## src/rtl/colour_bbox_tracker.sv

```systemverilog
// Multi-channel colour bounding-box tracker: classifies video pixels into RGB windows,
// accumulates per-channel boxes and counts, and reports them on a valid/ready stream.
module colour_bbox_tracker #(
  parameter int unsigned NUM_COLOURS  = 4,
  parameter int unsigned IMAGE_W      = 640,
  parameter int unsigned IMAGE_H      = 480,
  parameter int unsigned COORD_W      = 11,
  parameter int unsigned CNT_W        = 16,
  parameter int unsigned MSG_INTERVAL = 6
) (
  input  logic        clk,
  input  logic        reset,
  input  logic [23:0] pix_data,
  input  logic        pix_valid,
  input  logic        pix_sop,
  input  logic        pix_eop,
  output logic [31:0] msg_data,
  output logic        msg_valid,
  input  logic        msg_ready,
  input  logic        s_chipselect,
  input  logic        s_read,
  input  logic        s_write,
  input  logic [4:0]  s_address,
  input  logic [31:0] s_writedata,
  output logic [31:0] s_readdata,
  output logic        overrun
);

  localparam int unsigned CH_W = 4;
  localparam logic [COORD_W-1:0] X_LAST = COORD_W'(IMAGE_W - 1);
  localparam logic [COORD_W-1:0] Y_LAST = COORD_W'(IMAGE_H - 1);
  localparam logic [COORD_W-1:0] Y_END  = COORD_W'(IMAGE_H);
  localparam logic [31:0] ID_WORD  = 32'h1234EEE3;
  localparam logic [31:0] END_WORD = 32'h454E4421;

  typedef enum logic [2:0] {S_IDLE, S_HDR, S_TL, S_BR, S_NEXT, S_END} state_t;

  logic               enable_q, overrun_q;
  logic [7:0]         interval_q, frame_cnt_q;
  logic [CNT_W-1:0]   min_count_q;
  logic [23:0]        lo_q [NUM_COLOURS];
  logic [23:0]        hi_q [NUM_COLOURS];
  logic [31:0]        readdata_q, rd_data;

  logic               packet_video_q;
  logic [COORD_W-1:0] x_q, y_q;

  logic [COORD_W-1:0] xmin_q [NUM_COLOURS], xmax_q [NUM_COLOURS];
  logic [COORD_W-1:0] ymin_q [NUM_COLOURS], ymax_q [NUM_COLOURS];
  logic [CNT_W-1:0]   cnt_q  [NUM_COLOURS];
  logic [COORD_W-1:0] xmin_d [NUM_COLOURS], xmax_d [NUM_COLOURS];
  logic [COORD_W-1:0] ymin_d [NUM_COLOURS], ymax_d [NUM_COLOURS];
  logic [CNT_W-1:0]   cnt_d  [NUM_COLOURS];
  logic [COORD_W-1:0] sxmin_q [NUM_COLOURS], sxmax_q [NUM_COLOURS];
  logic [COORD_W-1:0] symin_q [NUM_COLOURS], symax_q [NUM_COLOURS];
  logic [CNT_W-1:0]   scnt_q  [NUM_COLOURS];

  state_t             state_q;
  logic [CH_W-1:0]    ch_q;
  logic               msg_valid_q;
  logic [31:0]        msg_data_q;

  logic               wr, rd, pix_beat, pixel_en, frame_end, report_go, start, drop, xfer;
  logic               hit;
  logic [CH_W-1:0]    hit_ch;
  logic [COORD_W-1:0] sel_xmin, sel_xmax, sel_ymin, sel_ymax;
  logic [CNT_W-1:0]   sel_cnt;
  logic               unused_wdata;

  function automatic logic in_window(input logic [23:0] p, input logic [23:0] lo,
                                     input logic [23:0] hi);
    return (p[23:16] >= lo[23:16]) && (p[23:16] <= hi[23:16]) &&
           (p[15:8]  >= lo[15:8])  && (p[15:8]  <= hi[15:8])  &&
           (p[7:0]   >= lo[7:0])   && (p[7:0]   <= hi[7:0]);
  endfunction

  assign wr           = s_chipselect & s_write;
  assign rd           = s_chipselect & s_read;
  assign pix_beat     = pix_valid & ~pix_sop & packet_video_q;
  assign pixel_en     = pix_beat & (y_q < Y_END);
  assign frame_end    = pix_beat & pix_eop;
  assign report_go    = frame_end & enable_q & (frame_cnt_q == '0);
  assign start        = report_go & (state_q == S_IDLE);
  assign drop         = report_go & (state_q != S_IDLE);
  assign xfer         = msg_valid_q & msg_ready;
  assign unused_wdata = ^s_writedata[31:24];

  assign msg_data   = msg_data_q;
  assign msg_valid  = msg_valid_q;
  assign s_readdata = readdata_q;
  assign overrun    = overrun_q;

  always_comb begin
    hit    = 1'b0;
    hit_ch = '0;
    for (int unsigned c = 0; c < NUM_COLOURS; c++) begin
      if (!hit && in_window(pix_data, lo_q[c], hi_q[c])) begin
        hit    = 1'b1;
        hit_ch = CH_W'(c);
      end
    end
  end

  always_comb begin
    for (int unsigned c = 0; c < NUM_COLOURS; c++) begin
      xmin_d[c] = xmin_q[c];
      xmax_d[c] = xmax_q[c];
      ymin_d[c] = ymin_q[c];
      ymax_d[c] = ymax_q[c];
      cnt_d[c]  = cnt_q[c];
      if (pixel_en && hit && hit_ch == CH_W'(c)) begin
        if (x_q < xmin_q[c]) xmin_d[c] = x_q;
        if (x_q > xmax_q[c]) xmax_d[c] = x_q;
        if (y_q < ymin_q[c]) ymin_d[c] = y_q;
        if (y_q > ymax_q[c]) ymax_d[c] = y_q;
        if (cnt_q[c] != '1)  cnt_d[c]  = cnt_q[c] + CNT_W'(1);
      end
    end
  end

  always_ff @(posedge clk) begin
    if (reset) begin
      packet_video_q <= 1'b0;
      x_q            <= '0;
      y_q            <= '0;
    end else if (pix_valid && pix_sop) begin
      packet_video_q <= (pix_data[3:0] == 4'h0);
      x_q            <= '0;
      y_q            <= '0;
    end else if (pix_valid && (y_q < Y_END)) begin
      if (x_q == X_LAST) begin
        x_q <= '0;
        y_q <= y_q + COORD_W'(1);
      end else begin
        x_q <= x_q + COORD_W'(1);
      end
    end
  end

  // The snapshot is frozen while a report is being serialised, so a dropped
  // report never corrupts the one in flight.
  always_ff @(posedge clk) begin
    for (int unsigned c = 0; c < NUM_COLOURS; c++) begin
      if (reset || frame_end) begin
        xmin_q[c] <= X_LAST;
        ymin_q[c] <= Y_LAST;
        xmax_q[c] <= '0;
        ymax_q[c] <= '0;
        cnt_q[c]  <= '0;
      end else begin
        xmin_q[c] <= xmin_d[c];
        ymin_q[c] <= ymin_d[c];
        xmax_q[c] <= xmax_d[c];
        ymax_q[c] <= ymax_d[c];
        cnt_q[c]  <= cnt_d[c];
      end
      if (reset) begin
        sxmin_q[c] <= X_LAST;
        symin_q[c] <= Y_LAST;
        sxmax_q[c] <= '0;
        symax_q[c] <= '0;
        scnt_q[c]  <= '0;
      end else if (frame_end && state_q == S_IDLE) begin
        sxmin_q[c] <= xmin_d[c];
        symin_q[c] <= ymin_d[c];
        sxmax_q[c] <= xmax_d[c];
        symax_q[c] <= ymax_d[c];
        scnt_q[c]  <= cnt_d[c];
      end
    end
  end

  always_comb begin
    rd_data = '0;
    case (s_address)
      5'd0:    rd_data = {30'b0, overrun_q, enable_q};
      5'd1:    rd_data = ID_WORD;
      5'd2:    rd_data = {24'b0, interval_q};
      5'd3:    rd_data = 32'(min_count_q);
      default: begin
        for (int unsigned c = 0; c < NUM_COLOURS; c++) begin
          if (s_address == 5'(4 + 2 * c)) rd_data = {8'h00, lo_q[c]};
          if (s_address == 5'(5 + 2 * c)) rd_data = {8'h00, hi_q[c]};
        end
      end
    endcase
  end

  always_ff @(posedge clk) begin
    if (reset) begin
      enable_q    <= 1'b1;
      overrun_q   <= 1'b0;
      interval_q  <= 8'(MSG_INTERVAL);
      frame_cnt_q <= 8'(MSG_INTERVAL - 1);
      min_count_q <= CNT_W'(1);
      readdata_q  <= '0;
      for (int unsigned c = 0; c < NUM_COLOURS; c++) begin
        lo_q[c] <= '1;
        hi_q[c] <= '0;
      end
    end else begin
      if (rd) readdata_q <= rd_data;
      if (drop)                                     overrun_q <= 1'b1;
      else if (wr && s_address == 5'd0 && s_writedata[1]) overrun_q <= 1'b0;
      if (wr) begin
        if (s_address == 5'd0) enable_q    <= s_writedata[0];
        if (s_address == 5'd2) interval_q  <= s_writedata[7:0];
        if (s_address == 5'd3) min_count_q <= s_writedata[CNT_W-1:0];
        for (int unsigned c = 0; c < NUM_COLOURS; c++) begin
          if (s_address == 5'(4 + 2 * c)) lo_q[c] <= s_writedata[23:0];
          if (s_address == 5'(5 + 2 * c)) hi_q[c] <= s_writedata[23:0];
        end
      end
      // Writing the interval restarts the frame countdown from the new value.
      if (wr && s_address == 5'd2) begin
        frame_cnt_q <= s_writedata[7:0] - 8'd1;
      end else if (frame_end) begin
        if (frame_cnt_q != '0) frame_cnt_q <= frame_cnt_q - 8'd1;
        else if (enable_q)     frame_cnt_q <= interval_q - 8'd1;
      end
    end
  end

  always_comb begin
    sel_xmin = '0;
    sel_xmax = '0;
    sel_ymin = '0;
    sel_ymax = '0;
    sel_cnt  = '0;
    for (int unsigned c = 0; c < NUM_COLOURS; c++) begin
      if (ch_q == CH_W'(c)) begin
        sel_xmin = sxmin_q[c];
        sel_xmax = sxmax_q[c];
        sel_ymin = symin_q[c];
        sel_ymax = symax_q[c];
        sel_cnt  = scnt_q[c];
      end
    end
  end

  always_ff @(posedge clk) begin
    if (reset) begin
      state_q     <= S_IDLE;
      ch_q        <= '0;
      msg_valid_q <= 1'b0;
      msg_data_q  <= '0;
    end else begin
      case (state_q)
        S_IDLE: if (start) begin
          state_q <= S_NEXT;
          ch_q    <= '0;
        end
        S_NEXT: begin
          if (ch_q == CH_W'(NUM_COLOURS)) begin
            state_q     <= S_END;
            msg_valid_q <= 1'b1;
            msg_data_q  <= END_WORD;
          end else if (sel_cnt >= min_count_q) begin
            state_q     <= S_HDR;
            msg_valid_q <= 1'b1;
            msg_data_q  <= {8'h42, 8'(ch_q), 16'(sel_cnt)};
          end else begin
            ch_q <= ch_q + CH_W'(1);
          end
        end
        S_HDR: if (xfer) begin
          state_q    <= S_TL;
          msg_data_q <= {16'(sel_xmin), 16'(sel_ymin)};
        end
        S_TL: if (xfer) begin
          state_q    <= S_BR;
          msg_data_q <= {16'(sel_xmax), 16'(sel_ymax)};
        end
        S_BR: if (xfer) begin
          state_q     <= S_NEXT;
          msg_valid_q <= 1'b0;
          ch_q        <= ch_q + CH_W'(1);
        end
        S_END: if (xfer) begin
          state_q     <= S_IDLE;
          msg_valid_q <= 1'b0;
        end
        default: state_q <= S_IDLE;
      endcase
    end
  end

endmodule

```

## config.mk

```make
export PLATFORM = sky130hd
export DESIGN_NAME = colour_bbox_tracker
export DESIGN_NICKNAME = d
export VERILOG_FILES = /design/src/rtl/colour_bbox_tracker.sv
export SDC_FILE = /design/constraint.sdc
export NUM_CORES = 2
export LEC_CHECK = 0
export CORE_AREA = 2 2 302 304
export DETAILED_ROUTE_END_ITERATION = 8
export DIE_AREA = 0 0 304 306
export PLACE_DENSITY = 0.66
export SLEW_MARGIN = 20
export SYNTH_ARGS = -nofsm -noshare
export SYNTH_HDL_FRONTEND = slang
export SYNTH_SLANG_ARGS = --single-unit
```

## constraint.sdc

```tcl
create_clock -name clk -period 23.9 [get_ports clk]
set_input_delay 2.39 -clock clk [delete_from_list [all_inputs] [get_ports clk]]
set_output_delay 2.39 -clock clk [all_outputs]
set_load 0.02 [all_outputs]
```

==> impl_metrics.tcl <==
set metrics [dict create \
    ioPinCount 136 \
    core-area_sq_mm 0.0896 \
    synth_compound_gate_area_share_pct 13.3 \
    via_per_inst 6.04 \
    ys_seq_area_share_pct 45.3 \
    synthAdderAreaFrac_pct 10.9 \
    nets 5024 \
    rows 110 \
    placed_area_sq_mm 0.0466 \
    finalCritPeriodShare_pct 27.8 \
    worstSetupStartpoint "pix_data[23]" \
    power.leakage_nw 20.1 \
    ctsHoldBuffers 0 \
    cts_buffers 90 \
    ctsResizeCount 0 \
    die_area_sq_mm 0.0930 \
    first_iter_violations 3284 \
    p_total_mw 3.13 \
    grt_pass1_vias 33500 \
    fin_tns_setup_ps 0 \
    synth_top_family_by_area "simple AND/OR/NAND/NOR gates" \
    fillerInstances 7886 \
    wl_um 133000 \
    period_needed_ps 6640 \
    via_count 35200 \
    synthToLayoutAreaGrowth_pct 11.8 \
    syn-cell-area_sq_mm 0.0445 \
    path_max_fanout 9 \
    clock_path_buffers 3 \
    cts.sinks 790 \
    crit_arrival_ps 7020 \
    hold_viol 0 \
    synth_top_area_share_pct 29.2 \
    post-place-ws_ps 16760 \
    cts_tree "done" \
    synthesis.instances 4550 \
    yosys.area.top_type "edfxtp_1" \
    place_congestion 0.930 \
    stdcell_area_sq_mm 0.0497 \
    cap_violations 0 \
    grt_pass1_wl_um 202000 \
    r2r_start "ch_q[1]" \
    synth-main-ff-cell "edfxtp_1" \
    final_core_util_pct 55.5 \
    wl_per_cell_um 22.8 \
    async_flop_share_pct 0 \
    yosys.area_share.simple_pct 16.3 \
    worstHoldStart "packet_video_q" \
    cp-end-kind "flop" \
    stdcell_count 5821 \
    cts_root_buf "clkbuf_16" \
    clkTransAtPathRegs_ps 60 \
    antenna_found_initial 1 \
    syn_avg_cell_area_sq_um 9.77 \
    gr-usage-all-layers_pct 28.0 \
    critPathKind "primary input to flop" \
    synth.area.mux_share_pct 7.68 \
    yosysUniqueCellTypes 87 \
    fmax_ghz 0.151 \
    layout_setup_ws_ps 17260 \
    drtPass1Iterations 7 \
    drc 0 \
    die_h_um 306 \
    power_density_mw_per_mm2 62.9 \
    min_path_type "flop to flop" \
    place_inst 5650 \
    hold-worst-slack_ps 450 \
    grt_max_degree 93 \
    yosys_register_bits 790 \
    clk_latency_ps 670 \
    portBuffers 117 \
    die_x_um 304 \
    final_layout_size_suffix_gt1_share_pct 7.82 \
    start_util_pct 49.6 \
    place_hpwl_um 88800 \
    synthXorXnorAreaFrac_pct 0.611 \
    worst_clock_skew_ps 45.1 \
    cts_setup_buffers 0 \
    grt_setup_unrepaired "no" \
    required_ps 24280 \
    max-slew-margin-rel_pct 25.0 \
    ir_drop_mv 0.0495 \
    yosys_warnings 0 \
    startpoint_type "primary input" \
    tightestPinTransition_ps 1120 \
    synthTopCellsByArea "edfxtp_1 29%, dfxtp_1 16%, ha_1 11%" \
    outcome "completed" \
    synth_edf_count 432 \
    h-tree-depth 3 \
    setup_violations 0 \
    grt.overflow.total 0 \
    drv_slew 0 \
    final_antenna_net_count 0 \
]
## registers in the layout, summed over array words and instances, names as in the netlist, 16 cells and up
name,flops
ymin_q,44
sxmax_q,44
xmin_q,44
scnt_q,64
s_readdata,25
symin_q,44
lo_q,96
min_count_q,16
symax_q,44
ymax_q,44
cnt_q,64
hi_q,96
sxmin_q,44
xmax_q,44
msg_data,28
## area by class of cell
class,instances,area [sq um],share of cell area [%]
inverters,374,1400,2.82
clock buffers,128,2580,5.19
repair buffers,200,1790,3.59
well taps,1176,1470,2.96
diodes,1,2.50,0.00503
multi-input cells,3111,21900,44.0
clock inverters,41,458,0.921
flip-flops and latches,790,20100,40.5
## kinds of logic after synthesis
| logic type | Yosys count |
|---|---|
| and+or+nand+nor | 1472 |
| AOI/OAI and AO/OA | 879 |
| xor gates and xnor gates | 31 |
| adders and majority gates | 387 |
| DFF | 790 |
| muxes | 332 |
| buffers and inverters | 658 |
| other | 1 |
## power by group
group          switching (mW)  leakage, nW  internal, mW
clock                   0.588         1.48         0.841
combinational           0.143         11.7        0.0731
sequential             0.0172         6.91          1.46
## path summary, 6_finish.rpt
kind	slack, ps	cells after the start	to
worst max-delay path	17260	10	symin_q[3][1]
worst min-delay path	450	2	packet_video_q
worst max register to register	18360	17	msg_data[5]
worst min register to register	450	2	packet_video_q
## cell usage after synthesis (all sizes together), types with 44 or more instances
master	count
nor2	358
nand2	405
nand2b	55
nor3	92
ha	387
a21oi	246
mux2i	323
and3	129
a21o	60
a211oi	44
or2	82
nand3	99
nand4	76
buf	73
dfxtp	358
o21ai	155
clkbuf	211
edfxtp	432
inv	374
a22oi	45
## routing by layer
layer	wire, um	up-vias	GRT usage [%]	part of all wire [%]
met3	9690	256	3.92	7.3
met1	56000	17100	37.3	42
met5	13	-	0	0.0098
met4	4590	2	10.5	3.5
li1	-	16500	-	-
met2	62400	1335	46.5	47
## cells in the final DEF (no fill, tap or decap), drive strengths merged, types with 18 or more instances in the layout
cell	netlist	final
ha	387	387
or2	82	82
mux2i	323	323
clkinv	0	24
dfxtp	358	358
inv	374	377
a22oi	45	45
a21o	60	60
a21oi	246	246
nor4	25	25
o22ai	36	36
buf	73	86
nand2b	55	55
edfxtp	432	432
nor2	358	358
nand4	76	76
o211ai	31	31
clkbuf	211	128
or3	36	36
clkdlybuf4s50	0	114
o31ai	32	32
a221oi	31	31
nor3	92	92
xnor2	18	18
o21a	36	36
and3	129	129
a211oi	44	44
nor2b	32	32
o21ai	155	155
nand2	405	405
nand3	99	99
a221o	34	34
or4	25	25
## critical path, stage by stage
cell             delay (ps)
clkdlybuf4s50_1         660
ha_1                    460
nand2_1                  60
o21ai_0                 270
o21ai_0                 310
and4_1                  370
and4_1                  440
a21oi_1                 870
nand3b_1                880
mux2i_1                 290
Note: power is estimated with default switching activity, not from simulation.
